===== src/rtl/instr_encoder.sv =====
// instr_encoder
//   Builds RV32I instruction words from field-level requests and streams them
//   to an instruction-memory write port at sequential word addresses starting
//   at BASE_ADDR. Requests with an out-of-range immediate are consumed, flagged
//   on the sticky err output, and produce no word.
//
// Ports
//   clk, rst        clock (rising edge), asynchronous active-high reset
//   clr             synchronous clear of count/err/done, drops a pending word
//   in_valid/ready  request handshake
//   fmt             0 R, 1 I-ALU, 2 LOAD, 3 STORE, 4 BRANCH, 5 LUI, 6 JAL, 7 JALR
//   funct3, funct7b5, rd, rs1, rs2, imm   instruction fields
//   out_valid/ready write-port handshake
//   wr_addr, wr_data  word address and encoded instruction
//   count           words written so far
//   done            DEPTH words written
//   err             sticky illegal-immediate flag
//
// state  | meaning
// S_RUN  | accepting; output register empty or draining this cycle
// S_HOLD | output word stalled by the memory
// S_DONE | DEPTH words written; no further requests until clr
module instr_encoder #(
  parameter int                    ADDR_WIDTH = 32,
  parameter logic [ADDR_WIDTH-1:0] BASE_ADDR  = 32'hBFC00000,
  parameter int                    DEPTH      = 256
) (
  input  logic                         clk,
  input  logic                         rst,
  input  logic                         clr,
  input  logic                         in_valid,
  output logic                         in_ready,
  input  logic [2:0]                   fmt,
  input  logic [2:0]                   funct3,
  input  logic                         funct7b5,
  input  logic [4:0]                   rd,
  input  logic [4:0]                   rs1,
  input  logic [4:0]                   rs2,
  input  logic [31:0]                  imm,
  output logic                         out_valid,
  input  logic                         out_ready,
  output logic [ADDR_WIDTH-1:0]        wr_addr,
  output logic [31:0]                  wr_data,
  output logic [$clog2(DEPTH+1)-1:0]   count,
  output logic                         done,
  output logic                         err
);

  localparam int           CW      = $clog2(DEPTH+1);
  localparam logic [CW:0]  DEPTH_W = (CW+1)'(DEPTH);
  localparam logic [CW-1:0] LAST   = CW'(DEPTH-1);

  typedef enum logic [1:0] {S_RUN, S_HOLD, S_DONE} state_t;

  state_t                r_state, w_state_nxt;
  logic                  r_out_valid;
  logic [31:0]           r_wr_data;
  logic [ADDR_WIDTH-1:0] r_wr_addr;
  logic [CW-1:0]         r_count;
  logic                  r_err;

  logic                  w_fire_out, w_accept, w_room, w_legal, w_is_shift;
  logic                  w_fits12, w_fits13, w_fits21;
  logic [31:0]           w_enc;
  logic [CW-1:0]         w_slot;
  logic [ADDR_WIDTH-1:0] w_addr_nxt;

  // Words already committed (written + pending) must stay below DEPTH before
  // another request is taken, so the DEPTH-th word is the last one ever emitted.
  assign w_room     = ({1'b0, r_count} + {{CW{1'b0}}, r_out_valid}) < DEPTH_W;
  assign in_ready   = (r_state != S_DONE) && (!r_out_valid || out_ready) && w_room;
  assign w_fire_out = r_out_valid && out_ready;
  assign w_accept   = in_valid && in_ready && !clr;

  // A word accepted while the previous one drains lands at the next slot.
  assign w_slot     = r_count + CW'(w_fire_out);
  assign w_addr_nxt = BASE_ADDR + (ADDR_WIDTH'(w_slot) << 2);

  // Sign-extension checks: the bits above the field must all match the sign.
  assign w_fits12   = (&imm[31:11]) || !(|imm[31:11]);
  assign w_fits13   = (&imm[31:12]) || !(|imm[31:12]);
  assign w_fits21   = (&imm[31:20]) || !(|imm[31:20]);
  assign w_is_shift = (funct3 == 3'b001) || (funct3 == 3'b101);

  always_comb begin
    w_enc   = '0;
    w_legal = 1'b0;
    case (fmt)
      3'd0: begin
        w_enc   = {1'b0, funct7b5, 5'b0, rs2, rs1, funct3, rd, 7'b0110011};
        w_legal = 1'b1;
      end
      3'd1: begin
        if (w_is_shift) begin
          w_enc   = {1'b0, funct7b5, 5'b0, imm[4:0], rs1, funct3, rd, 7'b0010011};
          w_legal = !(|imm[31:5]);
        end else begin
          w_enc   = {imm[11:0], rs1, funct3, rd, 7'b0010011};
          w_legal = w_fits12;
        end
      end
      3'd2: begin
        w_enc   = {imm[11:0], rs1, funct3, rd, 7'b0000011};
        w_legal = w_fits12;
      end
      3'd3: begin
        w_enc   = {imm[11:5], rs2, rs1, funct3, imm[4:0], 7'b0100011};
        w_legal = w_fits12;
      end
      3'd4: begin
        w_enc   = {imm[12], imm[10:5], rs2, rs1, funct3, imm[4:1], imm[11], 7'b1100011};
        w_legal = w_fits13 && !imm[0];
      end
      3'd5: begin
        w_enc   = {imm[31:12], rd, 7'b0110111};
        w_legal = !(|imm[11:0]);
      end
      3'd6: begin
        w_enc   = {imm[20], imm[10:1], imm[11], imm[19:12], rd, 7'b1101111};
        w_legal = w_fits21 && !imm[0];
      end
      3'd7: begin
        w_enc   = {imm[11:0], rs1, 3'b000, rd, 7'b1100111};
        w_legal = w_fits12;
      end
    endcase
  end

  always_comb begin
    w_state_nxt = r_state;
    if (clr) begin
      w_state_nxt = S_RUN;
    end else begin
      case (r_state)
        S_DONE: w_state_nxt = S_DONE;
        default: begin
          if (w_fire_out && (r_count == LAST))
            w_state_nxt = S_DONE;
          else if (r_out_valid && !out_ready)
            w_state_nxt = S_HOLD;
          else
            w_state_nxt = S_RUN;
        end
      endcase
    end
  end

  always_ff @(posedge clk or posedge rst) begin
    if (rst) r_state <= S_RUN;
    else     r_state <= w_state_nxt;
  end

  always_ff @(posedge clk or posedge rst) begin
    if (rst) begin
      r_out_valid <= 1'b0;
      r_wr_data   <= '0;
      r_wr_addr   <= BASE_ADDR;
      r_count     <= '0;
      r_err       <= 1'b0;
    end else if (clr) begin
      r_out_valid <= 1'b0;
      r_count     <= '0;
      r_err       <= 1'b0;
    end else begin
      if (w_fire_out)
        r_count <= r_count + CW'(1);
      if (w_accept && w_legal) begin
        r_out_valid <= 1'b1;
        r_wr_data   <= w_enc;
        r_wr_addr   <= w_addr_nxt;
      end else if (w_fire_out) begin
        r_out_valid <= 1'b0;
      end
      if (w_accept && !w_legal)
        r_err <= 1'b1;
    end
  end

  assign out_valid = r_out_valid;
  assign wr_data   = r_wr_data;
  assign wr_addr   = r_wr_addr;
  assign count     = r_count;
  assign err       = r_err;
  assign done      = (r_state == S_DONE);

endmodule

===== config.mk =====
export PLATFORM = sky130hd
export DESIGN_NAME = instr_encoder
export DESIGN_NICKNAME = d
export VERILOG_FILES = /design/src/rtl/instr_encoder.sv
export SDC_FILE = /design/constraint.sdc
export NUM_CORES = 1
export LEC_CHECK = 0
export CAP_MARGIN = 40
export CORE_MARGIN = 2
export CORE_UTILIZATION = 45
export CTS_CLUSTER_SIZE = 8
export DETAILED_ROUTE_END_ITERATION = 6
export PLACE_DENSITY = 0.83
export REMOVE_ABC_BUFFERS = 1
export SYNTH_ARGS = -nofsm -noshare
export SYNTH_HDL_FRONTEND = slang
export SYNTH_SLANG_ARGS = --single-unit
export TNS_END_PERCENT = 30

===== constraint.sdc =====
create_clock -name clk -period 2.8 [get_ports clk]
set_input_delay 0.7 -clock clk [delete_from_list [all_inputs] [get_ports clk]]
set_output_delay 0.7 -clock clk [all_outputs]
set_load 0.03 [all_outputs]

==> summary.txt <==
Status = finished clean
CP Cell Sequence = clkdlybuf4s50_1 -> or2b_1 -> a22oi_4 -> a211oi_1 -> or4_4 -> nand2b_4 -> buf_12 -> mux2_4
Layout cell share with drive strength beyond 1 = 0.2057
WL met3 = 548 um
Post-Synth Adder-Cell Area = 0.01426
Metal-1 WL = 3833 um
Clock Path Buffers = 2
Synth Area in Simple Gates = 0.1490
Clk sinks = 53
Total CTS buffers = 5
CTS tree = done
R2R Path End = wr_data[31]$_DFFE_PP0P_
Ys async rst share = 1.000
# setup viols final = 0
CP Max Fanout = 13
Worst Path Buf+Inv = 2
Hold crit path type = flip-flop to flip-flop
Global-route wire length before repair = 14340 um
# diodes = 0
Worst R2R Start = count[3]$_DFFE_PP0P_
Leak pwr = 0.002335 uW
Worst EP required = 2.99 ns
Slowest cell on crit path = clkdlybuf4s50_1
Die width = 92.31 um
Clock slew at reported path FFs = 0.10 ns
Hold WS = 0.4957 ns
Largest family of logic cells by synthesized area = multiplexers
Avg WL per Cell = 15.94 um
Top-Level Pins = 136
Complex-gate fraction of the synthesized area = 0.1012
Reg-to-reg slack, setup = 0.60 ns
Via-per-instance ratio = 5.211
H-tree levels = 2
Synth Flop Type = dfrtp_1
CP Class = input port to flip-flop
Pin count of the biggest net entering global routing = 31
Worst hold stages = 1
Synthesized area = 3510 sq um
Rows = 32
Highest Signal Layer = met4
Tot Pwr = 2474 uW
Clock Latency Late Sink = 0.31 ns
Syn_area_per_cell = 10.93 sq um
YS warnings = 0
Die Y = 92.31 um
Pwr/cell area = 501.4 nW/um^2
Post-layout util = 0.6451
MaxCap Viol Count = 0
Root Buffer = clkbuf_8
GRT Overall Usage = 0.2117
Top Family by Delay on Critical Path = simple AND/OR/NAND/NOR gates
Startpoint types = input port
Max stage delay on crit path = 0.51 ns
ANT nets after route = 0
Top achievable clock speed = 366.5 MHz
Vias in the first global route = 2936
Post-synthesis cell type count = 47
Post-Synth XOR/XNOR Area = 0.03244
Hpwl dp = 7190 um
Critical path capture point type = flip-flop
Final RePlAce weighted congestion = 0.9027
Critical Path AT = 2.92 ns
Die Footprint = 8521 sq um
Hold path endpoint = wr_data[1]$_DFFE_PP0P_
Worst IR Drop VDD = 0.3457 mV
FF+latch count, synth = 53
DRC Markers = 0
CORE AREA = 7647 sq um
Nets@finish = 519
Syn Inst Count = 321
Total number of vias = 2913
Post-Route Skew = 0.008964 ns
Mux cell area share after synthesis = 0.2160
Postcts setup bufs = 0
Final worst-path cycle share = 0.9746
Buffers on Ports = 112
Most frequent cells in the layout = clkdlybuf4s50_1, dfrtp_1, mux2_4
HP Start = wr_data[1]$_DFFE_PP0P_
Met2 routed WL = 4398 um
R2R depth = 7
Max-slew violations = 0
Commonest non-fill, non-tap cell in the layout = clkdlybuf4s50_1
Sequential area share after synthesis = 0.3779
Final min period = 2.729 ns
WL final = 8909 um
Pre-antenna DRT Iters = 4
Rel. slew slack = 0.6001
Worst Tran Pin Value = 0.5953 ns
Post-cts gate resize count = 0
RSZ-0062 raised after global routing = false
# hold bufs at CTS = 0
Area delta synth->final = 40.57%
Initial Util = 0.4589
Initial DRC Count = 110
Total gr overflow = 0
Final Hold Fails = 0
Antenna violations before repair = 0
Post-synth EDFFs = 0
## Yosys cell counts (5+ instances only)
library cell,n,share of area
a21oi_1,8,0.011
nor4_1,8,0.014
inv_1,7,0.0075
dfrtp_1,53,0.38
o21ai_0,12,0.017
mux2_2,10,0.032
clkbuf_1,6,0.0064
a22oi_1,7,0.015
xor2_1,8,0.020
and4_1,5,0.012
nand4_1,5,0.0089
nand3_1,10,0.014
mux2i_1,12,0.034
nand2_1,22,0.024
a22o_1,10,0.025
buf_4,24,0.051
mux2_4,35,0.15
nor2_1,17,0.018
buf_12,5,0.029
xnor2_1,5,0.012
## power by group
part	switching [uW]	total (uW)	internal, uW	leakage [uW]
Clock	248	540	292	0.0000585
Sequential	75.6	955	879	0.000687
Combinational	493	979	487	0.00159
Total	816	2470	1660	0.00233
## kinds of logic after synthesis
| family | after synthesis |
|---|---|
| xor+xnor | 13 |
| other cells | 2 |
| fa+ha+maj | 4 |
| compound gates | 50 |
| mux | 57 |
| simple gates | 94 |
| buf+inv | 48 |
| flops | 53 |
## worst register-to-register path: stages (launching register included)
cell      delay, ns
dfrtp_1        0.48
and3_1         0.26
and3_1         0.22
a31oi_1        0.22
nand3b_1       0.18
nand2b_4       0.24
buf_12         0.18
mux2_4         0.30
## stage by stage
step           setup TNS (ns)  std cells  area (sq um)  setup slack, ns
3_3_place_gp           -7.899        551          4815          -0.2426
6_report                    0        559          4933          0.07125
4_1_cts                     0        559          4931          0.07107
2_1_floorplan         -0.8622        302          3243         -0.02447
3_5_place_dp           -8.407        551          4815          -0.2507
5_1_grt                     0        559          4933          0.02232
## worst max-delay path by stage
stage | depth (start not counted) | slack (ns) | to | startpoint
finish | 8 | 0.07 | wr_data[31]$_DFFE_PP0P_ | funct3[0]
global route | 8 | 0.02 | wr_data[31]$_DFFE_PP0P_ | funct3[0]
CTS | 8 | 0.07 | wr_data[31]$_DFFE_PP0P_ | funct3[0]
detailed placement | 8 | -0.25 | wr_data[31]$_DFFE_PP0P_ | funct3[0]
global placement | 8 | -0.24 | wr_addr[7]$_DFFE_PP0P_ | fmt[1]
floorplan | 6 | -0.02 | wr_addr[10]$_DFFE_PP0P_ | count[3]$_DFFE_PP0P_
## area by class of cell
type,count,area [sq um]
Fill cell,616,2714
Clock buffer,7,86.33
Timing Repair Buffer,147,1446
Sequential cell,53,1326
Inverter,8,30.03
Tap cell,102,127.6
Multi-Input combinational cell,241,1887
Clock inverter,1,30.03
## layer usage
metal / up-vias / track usage
met5: - / 0
met4: 0 / 0.05597
met3: 13 / 0.04150
met2: 123 / 0.3607
met1: 1397 / 0.2762
li1: 1380 / -
## state kept, by name, summed over array words and instances, names as in the netlist
name	flops
r_state	2
count	9
err	1
wr_data	31
out_valid	1
wr_addr	9
Note: power is estimated with default switching activity, not from simulation.
